`src/rtl/param_updown_counter.sv`:
```
// Parametrised up/down counter with enable, synchronous clamped load and registered terminal-count/zero flags.
// Defining PARAM_UPDOWN_COUNTER_SAT_EN selects saturating bounds instead of wrap-around.
module param_updown_counter #(
  parameter int WIDTH   = 4,
  parameter int MAX_VAL = 2**WIDTH - 1,
  parameter int RST_VAL = 0
) (
  input  logic             clk,
  input  logic             rst,
  input  logic             en,
  input  logic             up,
  input  logic             load,
  input  logic [WIDTH-1:0] load_val,
  output logic [WIDTH-1:0] out,
  output logic             tc,
  output logic             zero
);

  localparam logic [WIDTH-1:0] MAX_W = WIDTH'(MAX_VAL);
  localparam logic [WIDTH-1:0] RST_W = WIDTH'(RST_VAL);
  localparam logic [WIDTH-1:0] ONE_W = WIDTH'(1);

  logic [WIDTH-1:0] next_out;
  logic             next_tc;
  logic             at_max;
  logic             at_min;

  assign at_max = (out == MAX_W);
  assign at_min = (out == '0);

  // Priority is load over count; up only matters on an enabled count step.
  always_comb begin
    next_out = out;
    next_tc  = 1'b0;
    if (load) begin
      next_out = (load_val > MAX_W) ? MAX_W : load_val;
    end else if (en) begin
      if (up) begin
`ifdef PARAM_UPDOWN_COUNTER_SAT_EN
        next_out = at_max ? out : out + ONE_W;
`else
        next_out = at_max ? '0 : out + ONE_W;
`endif
        next_tc  = at_max;
      end else begin
`ifdef PARAM_UPDOWN_COUNTER_SAT_EN
        next_out = at_min ? out : out - ONE_W;
`else
        next_out = at_min ? MAX_W : out - ONE_W;
`endif
        next_tc  = at_min;
      end
    end
  end

  // zero is derived from next_out so it lines up with out in the same cycle.
  always_ff @(posedge clk or posedge rst) begin
    if (rst) begin
      out  <= RST_W;
      tc   <= 1'b0;
      zero <= (RST_W == '0);
    end else begin
      out  <= next_out;
      tc   <= next_tc;
      zero <= (next_out == '0);
    end
  end

endmodule

```
`config.mk`:
```
export PLATFORM = sky130hd
export DESIGN_NAME = param_updown_counter
export DESIGN_NICKNAME = d
export VERILOG_FILES = /design/src/rtl/param_updown_counter.sv
export SDC_FILE = /design/constraint.sdc
export NUM_CORES = 1
export LEC_CHECK = 0
export CORE_AREA = 3 3 40 42
export DETAILED_ROUTE_END_ITERATION = 16
export DIE_AREA = 0 0 43 45
export GPL_TIMING_DRIVEN = 0
export PLACE_DENSITY = 0.67
export SLEW_MARGIN = 40
export SYNTH_ARGS = -nofsm -noshare
export SYNTH_HDL_FRONTEND = slang
export SYNTH_SLANG_ARGS = --single-unit
```
`constraint.sdc`:
```
create_clock -name clk -period 4.8 [get_ports clk]
set_input_delay 1.44 -clock clk [delete_from_list [all_inputs] [get_ports clk]]
set_output_delay 1.44 -clock clk [all_outputs]
set_load 0.1 [all_outputs]
```
* Yosys cells after proc, flatten, opt, wreduce, memory -nomap -nowiden *
Index checks and enable logic that the tools add are counted.

word-level totals
  register bits after elaboration = 6
  input bits = 9
  logic and storage cells = 18

cells by class
  add/subtract/negate cells = 2
  $lt $le $gt $ge = 1
  eq/ne operators = 1
  mux-type cells = 9
  reduce and logical (&&, ||, !) cells = 2

operators by type and width
  cell                   number
  $mux W4                6
  $logic_not A4 Y1       2
  $add A4 B1 Y4 const B  1
  $eq A4 B4 Y1 const B   1
  $gt A4 B4 Y1 const B   1
  $sub A4 B1 Y4 const B  1
  $mux W1                3

* Longest topological paths before layout *
Gate-level depths: netlist of run 1.

  depth in word-level cells = 6
  gate-level depth with buffers = 7
  gate-level depth less buffers = 7

* Worst setup path after synthesis of run 1 *
No wires, ideal clock.

  kind = register to output
  start point = register out[0]
  end point = output out[0]
  arrival time = 997 ps
  data required time = 3360 ps
  slack = 2363 ps
  cell stages (with the launch flop) = 1
  path buffers = 0
  cell sequence = dfrtp_1

RTL lines
  element                   line  source
  start: declaration        14    output logic [WIDTH-1:0] out,
  start signal: assignment  63    out <= next_out;

No word-level cell between the ends.

* Final worst setup path of run 1 *
  start point = input up
  end point = register zero

between the ends
  word-level cells in the longest chain between the ends = 4

RTL lines
  element                 line  source
  start: declaration      11    input logic up,
  $mux W4                 38    if (up) begin
  $mux W4                 37    end else if (en) begin
  $mux W4                 35    if (load) begin
  net next_out[2]         23    logic [WIDTH-1:0] next_out;
  $logic_not A4 Y1        65    zero <= (next_out == '0);
  end signal: assignment  61    zero <= (RST_W == '0);
  end signal: assignment  65
  end: declaration        16    output logic zero

The timed path passes the listed nets, and every way through them passes these cells.

==> impl_metrics.csv, run 1 <==
group,metric,value,unit
setup_path,critical_path.endpoint_type,"flop",
floorplan,die-area,1935,sq um
power,p_comb_share,44.6,%
timing,final_max_slew_viol_count,0,
routing,route.final.wire_length,877,um
setup_path,cp.required,4.95,ns
setup_path,critPathArrivalTime,2.93,ns
floorplan,std_cell_rows,13,
timing,min_period_over_period,57.96,%
yosys,yosysSeqAreaShare,35.38,%
power,p_int,0.0001181,W
floorplan,starting_density_of_the_core,33.30,%
routing,vias_per_cell,5.014,
cells_and_area,n_antenna_cell,0,
timing,timing.max_slew.rel_slack,67.68,%
cts,post_cts_buffers,0,
cts,cts-buffers-inserted,3,
timing,finalHoldViolations,0,
routing,detailroute.via_count,361,
cts,cts.hold.buffers_added,0,
power,sw_frac_of_total,43.90,%
cells_and_area,layout.core_utilization,44.60,%
setup_path,setup.worst_path.start_class,"input port",
cts,cts.repair.resized,0,
yosys,syn_avg_cell_area,10.70,sq um
timing,peak_freq,359.5,MHz
run_status,run_status,"complete, no violations",
cells_and_area,syn2layout_area_growth,33.92,%
timing,timing.setup.tns,0,ns
yosys,yosys.area.top_type,"dfrtp_1",
timing,finClkSkew,0.009128,ns
cells_and_area,finalNetCount,69,
routing,routedWlPerCell,12.18,um
setup_path,setup.worst_path.class,"input port to flop",
setup_path,worst_path_max_delay_cell,"clkdlybuf4s50_1",
yosys,synth.top_cells.by_area,"dfrtp_1 29%, dfstp_2 6.1%, ha_1 5.8%",
yosys,number_of_warnings_issued_by_yosys,0,
timing,timing_worst_slew_pin_value,0.4881,ns
floorplan,die_h,45,um
power,power_share_of_the_sequential_group,31.7,%
cts,clkSlewWorstSetupHoldPaths,0.05,ns
power,powerDensity,367.4,nW/um^2
setup_path,worstPathMaxFanout,6,
floorplan,io_pins,15,
placed_design,port_buffers,13,
floorplan,die_width,43,um
global_route,grt_start_max_net_pins,10,
global_route,grt_pass1_vias,337,
cells_and_area,layout_commonest_cell,"clkdlybuf4s50_1",
setup_path,r2r_setup_slack,3.02,ns
routing,route.detailed.drc,0,
power,power.share.clock,23.7,%
yosys,synthCells,40,
cells_and_area,post_route_cells_drive_above_1_share,29.82,%
routing,drt_first_iter_violations,10,
cts,cell_at_the_root_of_the_clock_tree,"clkbuf_4",
yosys,synth.lib_cells_used.distinct,24,
power,max-vdd-ir-drop,169.4,uV
setup_path,critical_path.cell_chain,"clkdlybuf4s50_1 -> mux2_4 -> nand2_2 -> xnor2_2 -> o21ai_2 -> nor4_2",
yosys,synth_top_area_share,29.24,%
cts,htree_num_levels,1,
cts,ctsLongestPathBuffers,2,
routing,final_antenna_net_count,0,
run,timing.max_cap.violations,0,
setup_path,cpPeakStageDelay,0.61,ns
power,switching_power,0.00009243,W
min_path,hp-class,"flop to flop",
routing,first_pass_iters,4,
timing,finalSetupViolCount,0,
global_route,final_global_route_overflow_total,0,
global_route,antenna_found_initial,0,
yosys,synth.net_count,51,
yosys,ys_ff_latch,6,
cts,clock-sinks,6,
cts,cts_tree,"done",
power,leakage,0.2594,nW
cells_and_area,leading_cell_types_in_the_layout_fill_and_taps_excluded,"7 x clkdlybuf4s50_1, 6 x buf_2, 5 x nand2_1, 5 x dfrtp_1, 4 x inv_1",
timing,rsz0062_at_grt,"false",
global_route,track_usage,10.58,%
placed_design,dp_hpwl,694.1,um
timing,final_period_minus_worst_setup_slack,2.782,ns
yosys,synth_area,427.9,sq um
floorplan,core,1285,sq um
placed_design,gpl.final_weighted_congestion,0.7134,
global_route,grt_pass1_wl,1524,um
cts,clk_latency,0.25,ns
-- sequential cells by signal, indices dropped and copies added (netlist names) --
register,cells
tc,1
zero,1
out,4
-- worst max-delay path: cells and delay by family --
kind | cells | cell delay (ns)
compound gates | 1 | 0.08
mux | 1 | 0.33
buf+inv | 1 | 0.61
simple gates | 2 | 0.35
xor+xnor | 1 | 0.11
-- layer usage --
| metal | wire, um | global-route usage, % |
|---|---|---|
| met5 | 0 | 0 |
| met3 | 44 | 3.586 |
| met4 | 0 | 3.614 |
| met1 | 446 | 14.81 |
| met2 | 386 | 15.27 |
-- Yosys cell counts --
master	n
o221ai_1	1
mux2_4	1
o31ai_4	1
inv_1	4
o21ai_2	1
nor4_2	1
o21bai_1	1
nand2_1	5
mux2i_1	1
nor4b_1	2
ha_1	2
a21oi_1	2
a41oi_1	1
nor3b_1	1
xnor2_1	2
dfrtp_1	5
o311a_1	1
nand2_2	1
xnor2_2	1
o21ai_0	2
and3_1	1
buf_12	1
nor2_1	1
dfstp_2	1
-- per-stage QoR --
step                setup WS [ns]  hold WS (ns)  instance area, sq um  instances   power, W
global placement            1.680        0.7498                 576.8         68  0.0001667
global route                1.918        0.8066                 573.1         72  0.0002243
CTS                         2.012        0.7666                 573.1         72  0.0002139
floorplan                   2.363         1.166                 427.9         40  0.0001419
detailed placement          1.751        0.7703                 546.8         68  0.0001619
finish                      2.018        0.7595                 573.1         72  0.0002106
-- final timing paths --
| path | start | endpoint | cells after the start |
|---|---|---|---|
| max in group asynchronous | rst | zero | 2 |
| hold / removal | out[3] | tc | 2 |
| setup reg to reg | out[0] | zero | 7 |
| setup / recovery | up | zero | 6 |
| hold reg to reg | out[3] | tc | 2 |
| min in group asynchronous | rst | out[1] | 2 |
-- final cells by class --
| class | count | area, sq um |
|---|---|---|
| repair buffers | 13 | 100.1 |
| plain buffers | 1 | 20.02 |
| clock buffers | 4 | 26.28 |
| fillers | 133 | 711.9 |
| inverters | 4 | 15.01 |
| well taps | 15 | 18.77 |
| multi-input cells | 29 | 241.5 |
| flip-flops and latches | 6 | 151.4 |
-- logic make-up (layout without fill, tap and decap cells) --
group,Yosys count,count (layout),share of synthesized area [%]
xor gates and xnor gates,3,3,7.897
and+or+nand+nor,12,12,16.96
DFF,6,6,35.38
adders and majority gates,2,2,5.847
muxes,2,2,5.847
buffers and inverters,5,22,8.186
AOI/OAI and AO/OA,10,10,19.89
-- power by group through the flow --
stage / Sequential, W / Clock [W] / Combinational, W
global route: 0.0000682 / 0.0000560 / 0.000100
finish: 0.0000668 / 0.0000499 / 0.0000939
global placement: 0.0000673 / 0 / 0.0000993
detailed placement: 0.0000672 / 0 / 0.0000947
floorplan: 0.000106 / 0 / 0.0000357
CTS: 0.0000667 / 0.0000524 / 0.0000948
No activity file was read; power rests on OpenSTA's default activity.
==> run 2: changes to the inputs <==
Settings changed: PLACE_DENSITY 0.67 to 0.7.
Clock period 4.8 ns to 2.3 ns, I/O delays scaled along.
==> run 2 against run 1 <==
Effect of this change:
- largest power group unchanged
- clock skew is 0.00080 ns higher
- register-to-register slack worse by 2.5 ns
- flip-flop and latch count stayed put
- via count is 3.6% lower
- first-iteration DRC count is 40% lower
==> impl_metrics.csv, run 2 (synthesis results as in run 1) <==
group,metric,value,unit
run_status,run_status,"complete, no violations",
setup_path,critical_path.reg2reg.endpoint,"zero",
power,p_int,0.0002464,W
routing,route.final.wire_length,857,um
timing,final_max_slew_viol_count,0,
floorplan,core,1285,sq um
placed_design,placement.cell_area,546.8,sq um
global_route,antenna_found_initial,0,
placed_design,place_inst,68,
setup_path,cpPeakStageDelay,0.61,ns
routing,route.detailed.drc,0,
setup_path,regToRegStartpoint,"out[0]",
setup_path,worstPathMaxFanout,6,
timing,rsz0062_at_grt,"false",
setup_path,critical_path_cell_count,6,
cells_and_area,syn2layout_area_growth,33.92,%
global_route,grt_start_max_net_pins,10,
cts,cts.hold.buffers_added,0,
routing,routedWlPerCell,11.90,um
floorplan,starting_density_of_the_core,33.30,%
cells_and_area,final_standard_cell_area_without_fillers,573.1,sq um
floorplan,io_pins,15,
global_route,final_global_route_overflow_total,0,
power,powerDensity,763.7,nW/um^2
min_path,hold_start,"load",
routing,detailroute.via_count,348,
cells_and_area,n_fill_cell,133,
placed_design,dp_hpwl,665.6,um
power,sw_frac_of_total,43.71,%
global_route,track_usage,9.815,%
cts,post_cts_buffers,0,
power,power_share_of_the_sequential_group,32.0,%
cts,cts-buffers-inserted,3,
setup_path,worst_path_max_delay_cell,"clkdlybuf4s50_1",
routing,final_antenna_net_count,0,
cts,clkSlewWorstSetupHoldPaths,0.05,ns
timing,min_period_over_period,88.36,%
cells_and_area,reg.largest.list,"out: 4 flops, tc: 1 flops, zero: 1 flops",
power,power.share.clock,23.1,%
cells_and_area,largest-register,"out",
setup_path,setup.worst_path.start_class,"input port",
cts,cell_at_the_root_of_the_clock_tree,"clkbuf_4",
cells_and_area,layout_commonest_cell,"clkdlybuf4s50_1",
timing,final.hold.worst_slack,0.6382,ns
timing,finalSetupViolCount,0,
cts,clock-sinks,6,
setup_path,r2r_setup_slack,0.49,ns
global_route,grt_pass1_vias,329,
cells_and_area,finalNetCount,69,
cells_and_area,leading_cell_types_in_the_layout_fill_and_taps_excluded,"7 x clkdlybuf4s50_1, 6 x buf_2, 5 x nand2_1, 5 x dfrtp_1, 4 x inv_1",
timing,timing_worst_slew_pin_value,0.4862,ns
global_route,grt_pass1_wl,1462,um
timing,peak_freq,492.1,MHz
setup_path,critPathBufInv,1,
cells_and_area,post_route_cells_drive_above_1_share,29.82,%
min_path,hold_path_end,"tc",
run,timing.max_cap.violations,0,
routing,vias_per_cell,4.833,
min_path,hold_path_depth,2,
timing,final_period_minus_worst_setup_slack,2.032,ns
power,switching_power,0.0001913,W
timing,timing.max_slew.rel_slack,67.81,%
cts,cts_tree,"done",
cells_and_area,n_antenna_cell,0,
placed_design,gpl.final_weighted_congestion,0.6883,
routing,first_pass_iters,5,
cells_and_area,largest_register_ffs,4,
cts,ctsLongestPathBuffers,2,
placed_design,port_buffers,13,
floorplan,die-area,1935,sq um
setup_path,critical_path.cell_chain,"clkdlybuf4s50_1 -> mux2_4 -> nand2_2 -> xnor2_2 -> o21ai_2 -> nor4_2",
power,p_comb_share,44.9,%
floorplan,std_cell_rows,13,
cts,cts.repair.resized,0,
min_path,hp-class,"input port to flop",
floorplan,die_h,45,um
setup_path,critPathArrivalTime,2.17,ns
cells_and_area,layoutNonFillerInstCount,72,
setup_path,ff2ff_path_depth,7,
floorplan,die_width,43,um
power,leakage,0.2594,nW
setup_path,cp.required,2.44,ns
setup_path,critPathTopFamily,"buffers and inverters",
timing,timing.setup.tns,0,ns
setup_path,setup.worst_path.class,"input port to flop",
setup_path,critical_path.endpoint_type,"flop",
timing,finClkSkew,0.009930,ns
power,max-vdd-ir-drop,218.2,uV
cts,htree_num_levels,1,
timing,finalHoldViolations,0,
routing,drt_first_iter_violations,6,
cts,clk_latency,0.24,ns
## run 2: area by class of cell
class                           instances  area, sq um  area share, %
Multi-Input combinational cell         29        241.5          42.14
Sequential cell                         6        151.4          26.42
Timing Repair Buffer                   13        100.1          17.47
Clock buffer                            4        26.28          4.585
Buffer                                  1        20.02          3.493
Tap cell                               15        18.77          3.275
Inverter                                4        15.01          2.620
## run 2: per-layer routing
layer  wire (um)  up-vias  global-route usage (%)
met4           0        0                   1.807
met2         359       13                   14.97
met5           0        -                       0
met1         423      155                   13.79
met3          74        0                   3.187
li1            -      180                       -
## run 2: metrics by stage
stage               utilization (%)  worst slack [ns]   power, W
floorplan                         -           0.02237  0.0002960
global placement              44.89          -0.07440  0.0003480
detailed placement            42.55          0.009095  0.0003387
CTS                           44.60            0.2544  0.0004415
global route                  44.60            0.1741  0.0004597
finish                        44.60            0.2677  0.0004376
## run 2: worst register-to-register path: stages (launching register included)
cell and delay [ns]:
dfrtp_1 0.50, inv_1 0.08, ha_1 0.23, o21bai_1 0.16, a21oi_1 0.18, o311a_1 0.23
o31ai_4 0.09, nor4_2 0.25
## run 2: worst max path at each step
stage	start	end	slack [ns]
2_1_floorplan	out[0]	zero	0.02
3_3_place_gp	out[0]	out[0]	-0.07
3_5_place_dp	up	zero	0.009
4_1_cts	up	zero	0.25
5_1_grt	up	zero	0.17
6_report	up	zero	0.27
## run 2: power groups by stage
stage / clock [W] / combinational (W) / sequential, W
after CTS: 0.000104 / 0.000198 / 0.000139
after detailed placement: 0 / 0.000198 / 0.000141
after floorplan: 0 / 0.0000745 / 0.000222
after global routing: 0.000109 / 0.000208 / 0.000143
final: 0.000101 / 0.000197 / 0.000140
after global placement: 0 / 0.000207 / 0.000141
==> run 3: changes to the inputs <==
Settings changed: ABC_CLOCK_PERIOD_IN_PS set to 2300, CAP_MARGIN set to 10, PLACE_DENSITY 0.7 to unset, PLACE_DENSITY_LB_ADDON set to 0.3.
==> run 3 against run 2 <==
Effect of this change:
- clock power about the same
- sequential share of layout area unchanged
- flip-flop and latch count unchanged
- combinational power about the same
- total power down 0.11%
- final area unchanged
- worst setup slack worse by 0.026 ns
- clock-buffer cell count unchanged
- hold slack worse by 0.0076 ns
- register-to-register slack better by 0.04 ns
- critical path depth unchanged
- critical path type unchanged
- critical endpoint unchanged
- highest routed layer is now met4
==> impl_metrics.csv, run 3 (synthesis results as in run 1) <==
group,metric,value,unit
timing,final_max_slew_viol_count,0,
cells_and_area,post_route_cells_drive_above_1_share,29.82,%
timing,finalSetupViolCount,0,
timing,rsz0062_at_grt,"false",
routing,detailroute.via_count,349,
setup_path,cpPeakStageDelay,0.61,ns
cts,cell_at_the_root_of_the_clock_tree,"clkbuf_4",
cts,cts-buffers-inserted,3,
cells_and_area,largest-register,"out",
cells_and_area,leading_cell_types_in_the_layout_fill_and_taps_excluded,"7 x clkdlybuf4s50_1, 6 x buf_2, 5 x nand2_1, 5 x dfrtp_1, 4 x inv_1",
floorplan,core,1285,sq um
floorplan,starting_density_of_the_core,33.30,%
timing,timing_worst_slew_pin_value,0.4882,ns
setup_path,critPathBufInv,1,
routing,first_pass_iters,2,
floorplan,std_cell_rows,13,
cts,cts.repair.resized,0,
power,finalPower,0.0004372,W
cells_and_area,n_fill_cell,136,
timing,finClkSkew,0.01172,ns
timing,timing.setup.tns,0,ns
cts,cts_tree,"done",
cells_and_area,largest_register_ffs,4,
routing,routedWlPerCell,11.90,um
timing,fin_ws,0.2418,ns
placed_design,placement.cell_area,546.8,sq um
setup_path,critical_path.endpoint_type,"flop",
global_route,grt_pass1_wl,1290,um
placed_design,post-place-ws,0.01583,ns
placed_design,gpl.final_weighted_congestion,0.6833,
setup_path,critical_path.cell_chain,"clkdlybuf4s50_1 -> mux2_4 -> nand2_2 -> xnor2_2 -> o21ai_2 -> nor4_2",
global_route,grt_pass1_vias,292,
timing,timing.max_slew.rel_slack,67.68,%
timing,peak_freq,485.9,MHz
floorplan,io_pins,15,
routing,final_antenna_net_count,0,
setup_path,critPathTopFamily,"buffers and inverters",
power,powerDensity,762.9,nW/um^2
cts,clk_latency,0.24,ns
routing,route.final.wire_length,857,um
cells_and_area,reg.largest.list,"out: 4 flops, tc: 1 flops, zero: 1 flops",
cells_and_area,finalNetCount,69,
setup_path,setup.worst_path.class,"input port to flop",
setup_path,worst_path_max_delay_cell,"clkdlybuf4s50_1",
cts,htree_num_levels,1,
timing,min_period_over_period,89.49,%
cells_and_area,layout_commonest_cell,"clkdlybuf4s50_1",
setup_path,cp.required,2.44,ns
global_route,grt_start_max_net_pins,10,
placed_design,port_buffers,13,
run_status,run_status,"complete, no violations",
min_path,hp-class,"input port to flop",
cts,cts.hold.buffers_added,0,
floorplan,die_h,45,um
floorplan,die_width,43,um
cts,clkSlewWorstSetupHoldPaths,0.05,ns
timing,finalHoldViolations,0,
global_route,track_usage,9.296,%
setup_path,setup.worst_path.start_class,"input port",
run,timing.max_cap.violations,0,
cts,clock-sinks,6,
setup_path,worstPathMaxFanout,6,
cells_and_area,n_antenna_cell,0,
routing,drt_first_iter_violations,2,
power,max-vdd-ir-drop,482.4,uV
power,leakage,0.2594,nW
placed_design,dp_hpwl,637,um
timing,final_period_minus_worst_setup_slack,2.058,ns
cts,ctsLongestPathBuffers,2,
cells_and_area,syn2layout_area_growth,33.92,%
setup_path,critPathArrivalTime,2.20,ns
cells_and_area,final_standard_cell_area_without_fillers,573.1,sq um
routing,route.detailed.drc,0,
routing,vias_per_cell,4.847,
global_route,final_global_route_overflow_total,0,
floorplan,die-area,1935,sq um
cts,post_cts_buffers,0,
global_route,antenna_found_initial,0,
[run 3: cell counts in the layout (fill, tap and decap cells not counted)]
No cell type changed its count.
[run 3: metrics by stage]
step | util (%) | hold WS (ns) | std cells
after global placement | 44.89 | 0.7463 | 68
after floorplan | - | 0.4802 | 40
final | 44.60 | 0.6306 | 72
after CTS | 44.60 | 0.6248 | 72
after detailed placement | 42.55 | 0.7466 | 68
after global routing | 44.60 | 0.6233 | 72
[run 3: final timing paths]
| path | start | end | slack (ns) | cells past startpoint |
|---|---|---|---|---|
| max | up | zero | 0.24 | 6 |
| min | load | tc | 0.63 | 2 |
| max reg2reg | out[0] | zero | 0.53 | 7 |
| min reg2reg | out[3] | tc | 0.73 | 2 |
| max in group asynchronous | rst | zero | 1.38 | 2 |
| min in group asynchronous | rst | out[1] | 0.66 | 2 |
[run 3: power breakdown]
group / switching, W / total [W] / leakage [nW] / internal (W)
registers: 0.0000192 / 0.000138 / 0.0723 / 0.000119
logic: 0.000135 / 0.000198 / 0.172 / 0.0000623
clock network: 0.0000362 / 0.000102 / 0.0150 / 0.0000656
total: 0.000191 / 0.000437 / 0.259 / 0.000247
[run 3: layout make-up]
type | instances | area, sq um | area share, %
Sequential cell | 6 | 151.4 | 26.42
Multi-Input combinational cell | 29 | 241.5 | 42.14
Clock buffer | 4 | 26.28 | 4.585
Tap cell | 15 | 18.77 | 3.275
Inverter | 4 | 15.01 | 2.620
Buffer | 1 | 20.02 | 3.493
Timing Repair Buffer | 13 | 100.1 | 17.47
[run 3: routing by layer]
metal | up-vias | wire length [um] | GRT usage, %
met1 | 157 | 414 | 12.01
met3 | 2 | 57 | 5.179
met2 | 13 | 369 | 12.87
li1 | 177 | - | -
met5 | - | 0 | 0
met4 | 0 | 16 | 3.614
